<file path="config.mk">
export PLATFORM = sky130hd
export DESIGN_NAME = my_mem_ctrl
export DESIGN_NICKNAME = d
export VERILOG_FILES = /design/src/rtl/my_mem_ctrl.sv
export SDC_FILE = /design/constraint.sdc
export NUM_CORES = 1
export LEC_CHECK = 0
export ABC_AREA = 1
export CAP_MARGIN = 20
export CORE_MARGIN = 3
export CORE_UTILIZATION = 57
export CTS_BUF_LIST = sky130_fd_sc_hd__clkbuf_8
export DETAILED_ROUTE_END_ITERATION = 6
export GPL_TIMING_DRIVEN = 0
export MAX_ROUTING_LAYER = met4
export PLACE_DENSITY = 0.82
export SETUP_SLACK_MARGIN = 0.15
export SLEW_MARGIN = 20
export SYNTH_ARGS = -nofsm -noshare
export SYNTH_HDL_FRONTEND = slang
export SYNTH_SLANG_ARGS = --single-unit
</file>
<file path="constraint.sdc">
create_clock -name clk -period 2.4 [get_ports clk]
set_input_delay 0.6 -clock clk [delete_from_list [all_inputs] [get_ports clk]]
set_output_delay 0.6 -clock clk [all_outputs]
set_load 0.05 [all_outputs]
</file>
<file path="src/rtl/my_mem_ctrl.sv">
// Request front-end for my_mem: queues read/write requests, sequences the
// memory strobes one operation at a time and returns parity-checked reads.
module my_mem_ctrl #(
  parameter int FIFO_DEPTH = 4,
  parameter int ADDR_W     = 16,
  parameter int DATA_W     = 8
) (
  input  logic              clk,
  input  logic              rst_n,
  input  logic              req_valid,
  output logic              req_ready,
  input  logic              req_write,
  input  logic [ADDR_W-1:0] req_addr,
  input  logic [DATA_W-1:0] req_wdata,
  output logic              rsp_valid,
  input  logic              rsp_ready,
  output logic [DATA_W-1:0] rsp_rdata,
  output logic              rsp_perr,
  output logic [7:0]        perr_count,
  output logic              mem_write,
  output logic              mem_read,
  output logic [ADDR_W-1:0] mem_address,
  output logic [DATA_W-1:0] mem_data_in,
  input  logic [DATA_W:0]   mem_data_out
);

  localparam int PW = (FIFO_DEPTH > 1) ? $clog2(FIFO_DEPTH) : 1;
  localparam int CW = PW + 1;
  localparam int EW = 1 + ADDR_W + DATA_W;

  localparam logic [2:0] S_IDLE  = 3'd0;
  localparam logic [2:0] S_WRITE = 3'd1;
  localparam logic [2:0] S_READ  = 3'd2;
  localparam logic [2:0] S_CAPT  = 3'd3;
  localparam logic [2:0] S_RESP  = 3'd4;

  logic [2:0]        state;
  logic [EW-1:0]     fifo_mem [FIFO_DEPTH];
  logic [PW-1:0]     wr_ptr;
  logic [PW-1:0]     rd_ptr;
  logic [CW-1:0]     count;
  logic              push;
  logic              pop;
  logic              head_write;
  logic [ADDR_W-1:0] head_addr;
  logic [DATA_W-1:0] head_wdata;
  logic              perr;

  assign req_ready = (count != CW'(FIFO_DEPTH));
  assign push      = req_valid && req_ready;
  assign pop       = (state == S_IDLE) && (count != '0);

  assign {head_write, head_addr, head_wdata} = fifo_mem[rd_ptr];

  // Stored parity bit is the XOR of the data bits.
  assign perr = mem_data_out[DATA_W] != ^mem_data_out[DATA_W-1:0];

  always_ff @(posedge clk) begin
    if (push) begin
      fifo_mem[wr_ptr] <= {req_write, req_addr, req_wdata};
    end
  end

  always_ff @(posedge clk or negedge rst_n) begin
    if (!rst_n) begin
      wr_ptr <= '0;
      rd_ptr <= '0;
      count  <= '0;
    end else begin
      if (push) begin
        wr_ptr <= wr_ptr + PW'(1);
      end
      if (pop) begin
        rd_ptr <= rd_ptr + PW'(1);
      end
      unique case ({push, pop})
        2'b10:   count <= count + CW'(1);
        2'b01:   count <= count - CW'(1);
        default: count <= count;
      endcase
    end
  end

  always_ff @(posedge clk or negedge rst_n) begin
    if (!rst_n) begin
      state       <= S_IDLE;
      mem_write   <= 1'b0;
      mem_read    <= 1'b0;
      mem_address <= '0;
      mem_data_in <= '0;
      rsp_valid   <= 1'b0;
      rsp_rdata   <= '0;
      rsp_perr    <= 1'b0;
      perr_count  <= '0;
    end else begin
      unique case (state)
        S_IDLE: begin
          if (pop) begin
            mem_address <= head_addr;
            mem_data_in <= head_wdata;
            mem_write   <= head_write;
            mem_read    <= !head_write;
            state       <= head_write ? S_WRITE : S_READ;
          end
        end
        S_WRITE: begin
          mem_write <= 1'b0;
          state     <= S_IDLE;
        end
        S_READ: begin
          mem_read <= 1'b0;
          state    <= S_CAPT;
        end
        S_CAPT: begin
          rsp_rdata <= mem_data_out[DATA_W-1:0];
          rsp_perr  <= perr;
          rsp_valid <= 1'b1;
          if (perr && (perr_count != 8'hFF)) begin
            perr_count <= perr_count + 8'd1;
          end
          state <= S_RESP;
        end
        S_RESP: begin
          if (rsp_ready) begin
            rsp_valid <= 1'b0;
            state     <= S_IDLE;
          end
        end
        default: begin
          mem_write <= 1'b0;
          mem_read  <= 1'b0;
          rsp_valid <= 1'b0;
          state     <= S_IDLE;
        end
      endcase
    end
  end

endmodule

</file>
==> reports/results.tsv, run 1 <==
metric	value	unit
Max Cap Violations	0	
Post-Synth XOR/XNOR Area	1.96	%
Netlist Area Pre-Place	0.00627	mm^2
Lkg Pwr	3.32	nW
global router's overall resource usage	24.1	%
fraction of layout cells with a size suffix above 1	10.6	%
largest family of logic cells by synthesized area	simple AND/OR/NAND/NOR gates	
peak supply drop	801	uV
Synth area leader	edfxtp_1	
NumNets Final	693	
dpl cells	764	
total power per unit cell area	1400	mW/mm^2
CP Capture Type	output pin	
Post-synth EDFFs	100	
Worst Path Max Fanout	2	
hpwl dp	9070	um
slew of the pin with the lowest slew margin	0.883	ns
WP buf/inv	1	
die area	0.0123	mm^2
Post-Syn Instances	543	
Highest Clock Rate	457	MHz
Hold/Removal Path Class	primary input to asynchronous set/reset pin	
worst r2r src	state[2]	
Syn Area/Cell	11.5	um^2
first-pass GRT wire length	22300	um
Compound-Gate Fraction of Synth Area	8.13	%
final WL	13900	um
Synth async-reset ratio	35.1	%
number of diodes	0	
number of setup violations in the final report	0	
critical-path cell list	clkdlybuf4s50_1	
area grow syn2layout	25.5	%
fin cells	797	
origin of the worst setup path	rsp_rdata[2]	
reg2reg end	count[2]	
TritonCTS clock tree	built	
drt first pass iters	5	
post-place instance area	0.00737	mm^2
Main synth FF type	edfxtp_1	
Critical Path RT	1.80	ns
Placer Congestion	0.820	
RSZ-0062 raised after global routing	no	
Core Area	0.0105	mm^2
CTS clock-pin slew for the worst setup and hold paths	0.08	ns
Max Root-Sink Buffers	2	
Clock Sinks	154	
adder-cell share of the synthesized area	1.52	%
post-synthesis sequential element count	154	
clock root cell	clkbuf_8	
Yosys top cell area share	47.9	%
worst-case clock skew	0.0124	ns
Distinct cells, synth	28	
total gr overflow	0	
Skew-Pair Late Insertion Delay	0.44	ns
Rows	37	
Net Count, Synth	588	
fin crit share	91.1	%
CTS buffer count	17	
critical path's largest stage delay	0.80	ns
CP startpoint kind	flop	
DRT iter0 DRCs	367	
final instance area	0.00787	mm^2
remaining antenna violation count	0	
port bufs	82	
Synth warnings	0	
Final Max Tran Viols	0	
status	finished clean	
crit path DAT	1.59	ns
reg2reg setup slack	0.29	ns
Worst Reg-to-Reg Cells	10	
antenna violations before repair	0	
simple-gate share of the synthesized area	15.2	%
DR vias	4402	
multiplexer share of the synthesized area	0	%
top cells by area, synth	edfxtp_1, dfrtp_1, nor2_1, o21ai_0, nand2_1	
final-report hold violation count	0	
pin count of the biggest net entering global routing	37	
vias in the first global route	4653	
Seq/Total Area, Yosys	69.5	%
Crit path max-delay family	buffers and inverters	
Initial Util	59.6	%
Slew headroom	41.0	%
WL/cell	17.4	um
Die Y	111	um
Post-route DRC	0	
chip width	111	um
Crit Path Class	flop to output pin	
# H-tree levels	4	
Post-CTS Hold Fix Bufs	0	
total I/O pin count	83	
drt via density	5.52	
min Tclk post-route	2.19	ns
CP max-delay cell	clkdlybuf4s50_1	
-- what timing repair did --
item                       in CTS  in global routing
pin swaps                       1                  0
setup endpoints to repair      16                 29
resized for setup              16                 29
buffers inserted                1                  0
-- per-layer routing --
metal / global-route usage (%) / share of wire [%] / vias to the layer above
met5: - / 0 / -
met3: 6.17 / 7.4 / 23
met4: 10.3 / 1.7 / 0
li1: - / - / 2076
met2: 39.6 / 50 / 193
met1: 28.3 / 40 / 2110
-- synth_stat cells (3+ instances only) --
master / number
a31oi_1: 25
inv_1: 25
a21oi_1: 7
xor2_1: 9
inv_2: 4
dfrtp_1: 54
edfxtp_1: 100
nand2_1: 61
nand3_2: 3
xnor2_1: 5
clkbuf_1: 7
buf_2: 11
nor2_1: 131
nand3_1: 20
buf_6: 3
ha_1: 6
o21ai_0: 59
-- power by group --
group	internal, mW	switching, mW
combinational	1.57	3.42
clock	1.13	0.948
sequential	3.65	0.338
total	6.35	4.70
-- registers in the layout, summed over array words and instances (netlist names), 2 cells and up --
signal,flops
fifo_mem,100
mem_address,16
mem_data_in,8
perr_count,8
rsp_rdata,8
count,3
state,3
rd_ptr,2
wr_ptr,2
-- cells by family (layout without fill, tap and decap cells) --
family / Yosys count / in the layout
AO/OA/AOI/OAI: 94 / 94
XOR/XNOR: 14 / 14
adder cells (fa/ha/maj): 7 / 7
buffers and inverters: 51 / 169
flip-flops: 154 / 154
AND/OR/NAND/NOR: 223 / 223
-- cell usage in the layout, fill, tap and decap left out, types with 5 or more instances in the layout --
cell type,synthesis,routed
clkbuf_1,7,7
o21ai_0,59,59
nand2_1,61,60
nand3_1,20,19
dfrtp_1,54,54
xor2_1,9,9
ha_1,6,6
dlymetal6s2s_1,0,28
a31oi_1,25,25
buf_2,11,10
xnor2_1,5,5
inv_1,25,25
dlygate4sd2_1,0,15
nor2_4,1,5
clkdlybuf4s50_1,0,38
clkbuf_8,0,17
nor2_1,131,127
edfxtp_1,100,100
a21oi_1,7,7
-- final cells by class --
cell class / instances / area [um^2]
repair buffers: 86 / 952
clock buffers: 17 / 234
multi-input cells: 338 / 1720
inverters: 29 / 109
flip-flops and latches: 154 / 4350
clock inverters: 15 / 199
fillers: 648 / 2640
plain buffers: 22 / 129
well taps: 136 / 170
-- per-stage QoR --
stage	setup TNS, ns	util, %	total power, mW	hold WS [ns]	setup WS, ns
final	0	74.8	11.0	0.0241	0.213
after global routing	0	74.8	11.7	0.0106	0.104
after CTS	0	74.1	11.1	0.0151	0.152
after detailed placement	-0.0644	70.1	9.05	0.463	-0.0415
after global placement	-99.43	69.2	8.78	0.462	-1.13
after floorplan	0	-	7.31	0.304	0.267
-- worst max path at each step --
stage / to / depth (start not counted)
finish: rsp_rdata[2] / 1
global route: count[2] / 10
CTS: mem_data_in[4] / 1
detailed placement: count[2] / 8
global placement: mem_data_in[4] / 1
floorplan: count[2] / 9
(Power assumes the default switching activity.)
==> inputs of run 2 (changes only) <==
Settings changed: ABC_AREA 1 to unset, PLACE_DENSITY 0.82 to 0.83.
==> run 2 against run 1 <==
First-iteration DRC count down 70%; clock skew is 0.0023 ns higher; critical path depth grew 5; highest routed layer unchanged; fmax decreased by 2.7%; total power shrank 2.9%; area after synthesis shrank 3.4%; synthesized cell count decreased by 42%; global-route usage is 3.6 points lower; critical path type is now primary input to flop.
==> reports/results.tsv, run 2 <==
metric	value	unit
Synth area leader	edfxtp_1	
Max Cap Violations	0	
Initial Util	60.3	%
CP Capture Type	flop	
WL/cell	19.3	um
fin crit share	93.6	%
Largest regs	fifo_mem: 100 flops, mem_address: 16 flops	
most common cell after layout, fill and taps aside	edfxtp_1	
final-report hold violation count	0	
max reg flops	100	
final WL	10900	um
Post-CTS Hold Fix Bufs	0	
total power per unit cell area	1420	mW/mm^2
Final Max Tran Viols	0	
DR vias	3155	
Post-synth EDFFs	100	
simple-gate share of the synthesized area	4.13	%
remaining antenna violation count	0	
multiplexer share of the synthesized area	16.1	%
CTS buffer count	17	
hpwl dp	7090	um
Clock Sinks	154	
Core Area	0.0100	mm^2
Post-Synth XOR/XNOR Area	3.60	%
Post-Syn Instances	316	
critical-path cell list	clkdlybuf4s50_1, xnor2_1, xnor3_2, xnor2_4, nor4_2, mux2_4	
Worst Path Max Fanout	8	
top cells by area, synth	edfxtp_1, dfrtp_1, mux4_2, mux2_2, ha_1	
Max Root-Sink Buffers	2	
post-route core utilization	75.1	%
Net Count, Synth	361	
CP max-delay cell	clkdlybuf4s50_1	
Synth warnings	0	
Lkg Pwr	2.96	nW
worst-case clock skew	0.0147	ns
Compound-Gate Fraction of Synth Area	1.18	%
RSZ-0062 raised after global routing	yes	
pin count of the biggest net entering global routing	55	
Syn Area/Cell	19.2	um^2
Post-route DRC	0	
Yosys top cell area share	49.6	%
# H-tree levels	4	
Seq/Total Area, Yosys	71.9	%
origin of the worst setup path	mem_data_out[7]	
slew of the pin with the lowest slew margin	0.709	ns
adder-cell share of the synthesized area	1.57	%
critical path's largest stage delay	0.50	ns
fraction of layout cells with a size suffix above 1	27.8	%
peak supply drop	857	uV
CTS clock-pin slew for the worst setup and hold paths	0.09	ns
Biggest register	fifo_mem	
vias in the first global route	3319	
worst r2r src	state[0]	
largest family of logic cells by synthesized area	multiplexers	
antenna violations before repair	0	
DRT iter0 DRCs	111	
Slew headroom	52.7	%
Highest Clock Rate	445	MHz
number of diodes	0	
Commonest cells post-synth	edfxtp_1, dfrtp_1, mux2_2	
Setup crit end	perr_count[6]	
drt via density	5.55	
Critical Path RT	2.72	ns
count leader, synth	edfxtp_1	
port bufs	82	
Placer Congestion	0.711	
Crit Path Class	primary input to flop	
post-synthesis sequential element count	154	
drt first pass iters	4	
Skew-Pair Late Insertion Delay	0.44	ns
chip width	109	um
fin cells	568	
Worst Reg-to-Reg Cells	9	
total I/O pin count	83	
Rows	36	
hold slack final	0.135	ns
Main synth FF type	edfxtp_1	
Netlist Area Pre-Place	0.00606	mm^2
Distinct cells, synth	38	
global router's overall resource usage	20.5	%
TritonCTS clock tree	built	
reg2reg end	count[2]	
crit path DAT	2.57	ns
most frequent cells in the layout	edfxtp_1, dfrtp_1, clkdlybuf4s50_1	
Hold/Removal Path Class	primary input to asynchronous set/reset pin	
Die Y	109	um
number of setup violations in the final report	0	
reg2reg setup slack	0.26	ns
dpl cells	532	
NumNets Final	467	
total gr overflow	0	
CP startpoint kind	primary input	
status	finished clean	
first-pass GRT wire length	17100	um
Synth async-reset ratio	35.1	%
die area	0.0119	mm^2
clock root cell	clkbuf_8	
area grow syn2layout	24.6	%
min Tclk post-route	2.25	ns
## run 2: changes by cell type in the layout (fill, tap and decap cells not counted), moves of 7 or more
cell and change:
nand2_1 -50, nand3_1 -15, inv_1 -14, dlymetal6s2s_1 -10, nor3_1 +7, o21ai_0 -56
nor2_1 -123, mux4_2 +25, a31oi_1 -24, mux2_2 +32
## run 2: cell families (layout without fill, tap and decap cells)
logic type / after synthesis / count (layout)
simple gates: 42 / 42
buf+inv: 22 / 141
mux: 61 / 61
fa+ha+maj: 7 / 7
flops: 154 / 154
xor+xnor: 18 / 18
compound gates: 12 / 12
## run 2: metrics by stage
step	setup WS (ns)	total power, mW	cell area, um^2	TNS [ns]
final	0.153	10.7	7550	0
after global routing	0.105	11.3	7550	0
after CTS	0.151	10.8	7480	0
after detailed placement	-0.313	8.91	7080	-1.28
after global placement	-1.10	8.72	7050	-82.90
after floorplan	0.162	7.44	6070	0
## run 2: layout make-up
| type | instances | area (um^2) |
|---|---|---|
| inverters | 10 | 37.5 |
| repair buffers | 87 | 891 |
| plain buffers | 12 | 62.6 |
| well taps | 133 | 166 |
| multi-input cells | 140 | 1620 |
| clock inverters | 15 | 183 |
| flip-flops and latches | 154 | 4350 |
| clock buffers | 17 | 234 |
| fillers | 603 | 2500 |
## run 2: routing by layer
layer	track usage, %	vias up	share of wire [%]
met5	-	-	0
met4	5.86	0	0.97
met3	6.81	11	7.0
met2	34.1	102	53
met1	23.9	1616	39
li1	-	1426	-
## run 2: how the worst min path moves through the flow
stage / end / slack, ns / cells past startpoint
2_1_floorplan: count[0] / 0.30 / 0
3_3_place_gp: rsp_perr / 0.48 / 2
3_5_place_dp: rsp_rdata[7] / 0.49 / 1
4_1_cts: perr_count[1] / 0.13 / 2
5_1_grt: perr_count[1] / 0.13 / 2
6_report: perr_count[1] / 0.13 / 2
## run 2: worst max-delay path, delay by kind of cell
| kind | cells | cell delay, ns |
|---|---|---|
| buffers and inverters | 1 | 0.50 |
| AND/OR/NAND/NOR | 1 | 0.28 |
| multiplexers | 1 | 0.33 |
| XOR/XNOR | 3 | 0.85 |
## run 2: power breakdown
| group | total (mW) | internal (mW) | switching (mW) |
|---|---|---|---|
| combinational | 4.69 | 1.88 | 2.81 |
| sequential | 4.05 | 3.68 | 0.368 |
| clock | 1.99 | 0.967 | 1.02 |
## run 2: what timing repair did
item | in CTS | in global routing
gates resized for setup | 22 | 20
setup endpoints to repair | 23 | 23
cloned | 0 | 0
pin swaps | 1 | 3
buffers inserted | 1 | 3
==> inputs of run 3 (changes only) <==
Settings changed: CORE_UTILIZATION 57 to 60, PLACE_DENSITY 0.83 to 0.86.
Clock period 2.4 ns to 2.9 ns, I/O delays scaled along.
==> run 3 against run 2 <==
Count of clock-buffer cells in the layout is the same; final area decreased by 1.1%; non-clock buffer count shrank 1; via count shrank 1.6%; register-to-register slack gained 0.21 ns; flip-flop and latch count did not move; clock skew is 0.0033 ns lower; combinational power decreased by 16%; utilization up 1.2 points; critical path depth fell by 5; total power down 18%; cell count down 0.18%.
==> reports/results.tsv, run 3 (same netlist as run 2, synthesis figures left out) <==
metric	value	unit
Reg area	0.00435	mm^2
# H-tree levels	4	
Rows	36	
Largest regs	fifo_mem: 100 flops, mem_address: 16 flops	
port bufs	82	
Worst Path Max Fanout	6	
drt via density	5.47	
TritonCTS clock tree	built	
Highest Clock Rate	407	MHz
drt first pass iters	4	
reg2reg setup slack	0.47	ns
Final Max Tran Viols	0	
Biggest register	fifo_mem	
origin of the worst setup path	perr_count[3]	
most frequent cells in the layout	edfxtp_1, clkdlybuf4s50_1, dfrtp_1	
Max Cap Violations	0	
dpl cells	532	
Clock Sinks	154	
Post-CTS Hold Fix Bufs	0	
Placer Congestion	0.790	
final instance area	0.00746	mm^2
Die Y	106	um
total power per unit cell area	1180	mW/mm^2
first-pass GRT wire length	17400	um
final-report hold violation count	0	
min Tclk post-route	2.46	ns
Multi-input gate area	0.00161	mm^2
global router's overall resource usage	21.3	%
Post-route DRC	0	
hold slack final	0.141	ns
worst r2r src	state[2]	
fin crit share	84.7	%
Worst Reg-to-Reg Cells	10	
Fillers	571	
DR vias	3104	
reg2reg end	count[2]	
slew of the pin with the lowest slew margin	0.688	ns
Critical Path RT	2.17	ns
CP Capture Type	output pin	
antenna violations before repair	0	
Lkg Pwr	2.72	nW
WP depth	1	
remaining antenna violation count	0	
chip width	106	um
max reg flops	100	
clock root cell	clkbuf_8	
worst-case clock skew	0.0114	ns
Crit path max-delay family	buffers and inverters	
critical-path cell list	clkdlybuf4s50_1	
most common cell after layout, fill and taps aside	edfxtp_1	
Max Root-Sink Buffers	2	
die area	0.0113	mm^2
Slew headroom	54.2	%
Setup crit end	perr_count[3]	
number of setup violations in the final report	0	
CTS buffer count	17	
post-place instance area	0.00707	mm^2
area grow syn2layout	23.3	%
pin count of the biggest net entering global routing	43	
Crit Path Class	flop to output pin	
status	finished clean	
WL/cell	18.6	um
peak supply drop	650	uV
Power, Total	8.79	mW
WP buf/inv	1	
crit path DAT	1.73	ns
CP max-delay cell	clkdlybuf4s50_1	
DRT iter0 DRCs	121	
final WL	10600	um
Core Area	0.00977	mm^2
Initial Util	62.0	%
CTS clock-pin slew for the worst setup and hold paths	0.08	ns
vias in the first global route	3387	
critical path's largest stage delay	0.85	ns
Skew-Pair Late Insertion Delay	0.43	ns
hpwl dp	6900	um
Hold/Removal Path Class	primary input to asynchronous set/reset pin	
post-route core utilization	76.4	%
NumNets Final	466	
fraction of layout cells with a size suffix above 1	26.0	%
total gr overflow	0	
number of diodes	0	
total I/O pin count	83	
RSZ-0062 raised after global routing	no	
CP startpoint kind	flop	
fin cells	567	
-- run 3: changes by cell type in the layout (fill, tap and decap cells not counted), moves of 2 or more --
cell,before,now
dlymetal6s2s_1,18,1
inv_6,4,0
inv_1,11,15
clkdlybuf4s50_1,42,80
clkbuf_2,2,0
clkinvlp_4,1,4
inv_8,3,0
dlygate4sd2_1,20,0
-- run 3: through the flow --
| step | setup slack, ns | setup TNS, ns |
|---|---|---|
| 6_report | 0.445 | 0 |
| 5_1_grt | 0.359 | 0 |
| 4_1_cts | 0.150 | 0 |
| 3_5_place_dp | 0.0681 | 0 |
| 3_3_place_gp | -0.766 | -41.12 |
| 2_1_floorplan | 0.455 | 0 |
-- run 3: cell type report --
type                    instances  share of cell area [%]
plain buffers                  12                   0.738
flip-flops and latches        154                    58.3
inverters                      10                   0.503
clock buffers                  17                    3.13
well taps                     133                    2.23
repair buffers                 86                    11.6
multi-input cells             140                    21.6
clock inverters                15                    1.88
-- run 3: power by group --
part | leakage, nW | total [mW] | switching [mW] | internal, mW
Combinational | 0.972 | 3.92 | 2.29 | 1.64
Clock | 0.194 | 1.50 | 0.751 | 0.749
Sequential | 1.56 | 3.37 | 0.322 | 3.05
Total | 2.72 | 8.79 | 3.36 | 5.43
-- run 3: worst register-to-register path: cells and delay by family, from the launching register on --
kind	cells	cell delay [ns]
xor gates and xnor gates	2	0.30
adders and majority gates	2	0.61
buffers and inverters	4	0.71
DFF	1	0.36
and+or+nand+nor	2	0.39
-- run 3: metal layers --
layer | GRT usage, % | routed length [um] | vias to the layer above
li1 | - | - | 1430
met5 | - | 0 | -
met2 | 34.1 | 5400 | 97
met1 | 26.3 | 4420 | 1561
met3 | 5.83 | 547 | 16
met4 | 8.22 | 184 | 0
-- run 3: worst min path at each step --
stage	end	depth (start not counted)
4_1_cts	mem_data_in[4]	1
5_1_grt	mem_data_in[5]	1
2_1_floorplan	count[0]	0
3_3_place_gp	rsp_perr	2
3_5_place_dp	rsp_perr	2
6_report	mem_data_in[5]	1
-- run 3: timing repair --
action / 4_1_cts / 5_1_grt
setup buffers: 0 / 3
endpoints found under the hold margin: 0 / 0
setup endpoints to repair: 0 / 2
gates resized for setup: 0 / 1
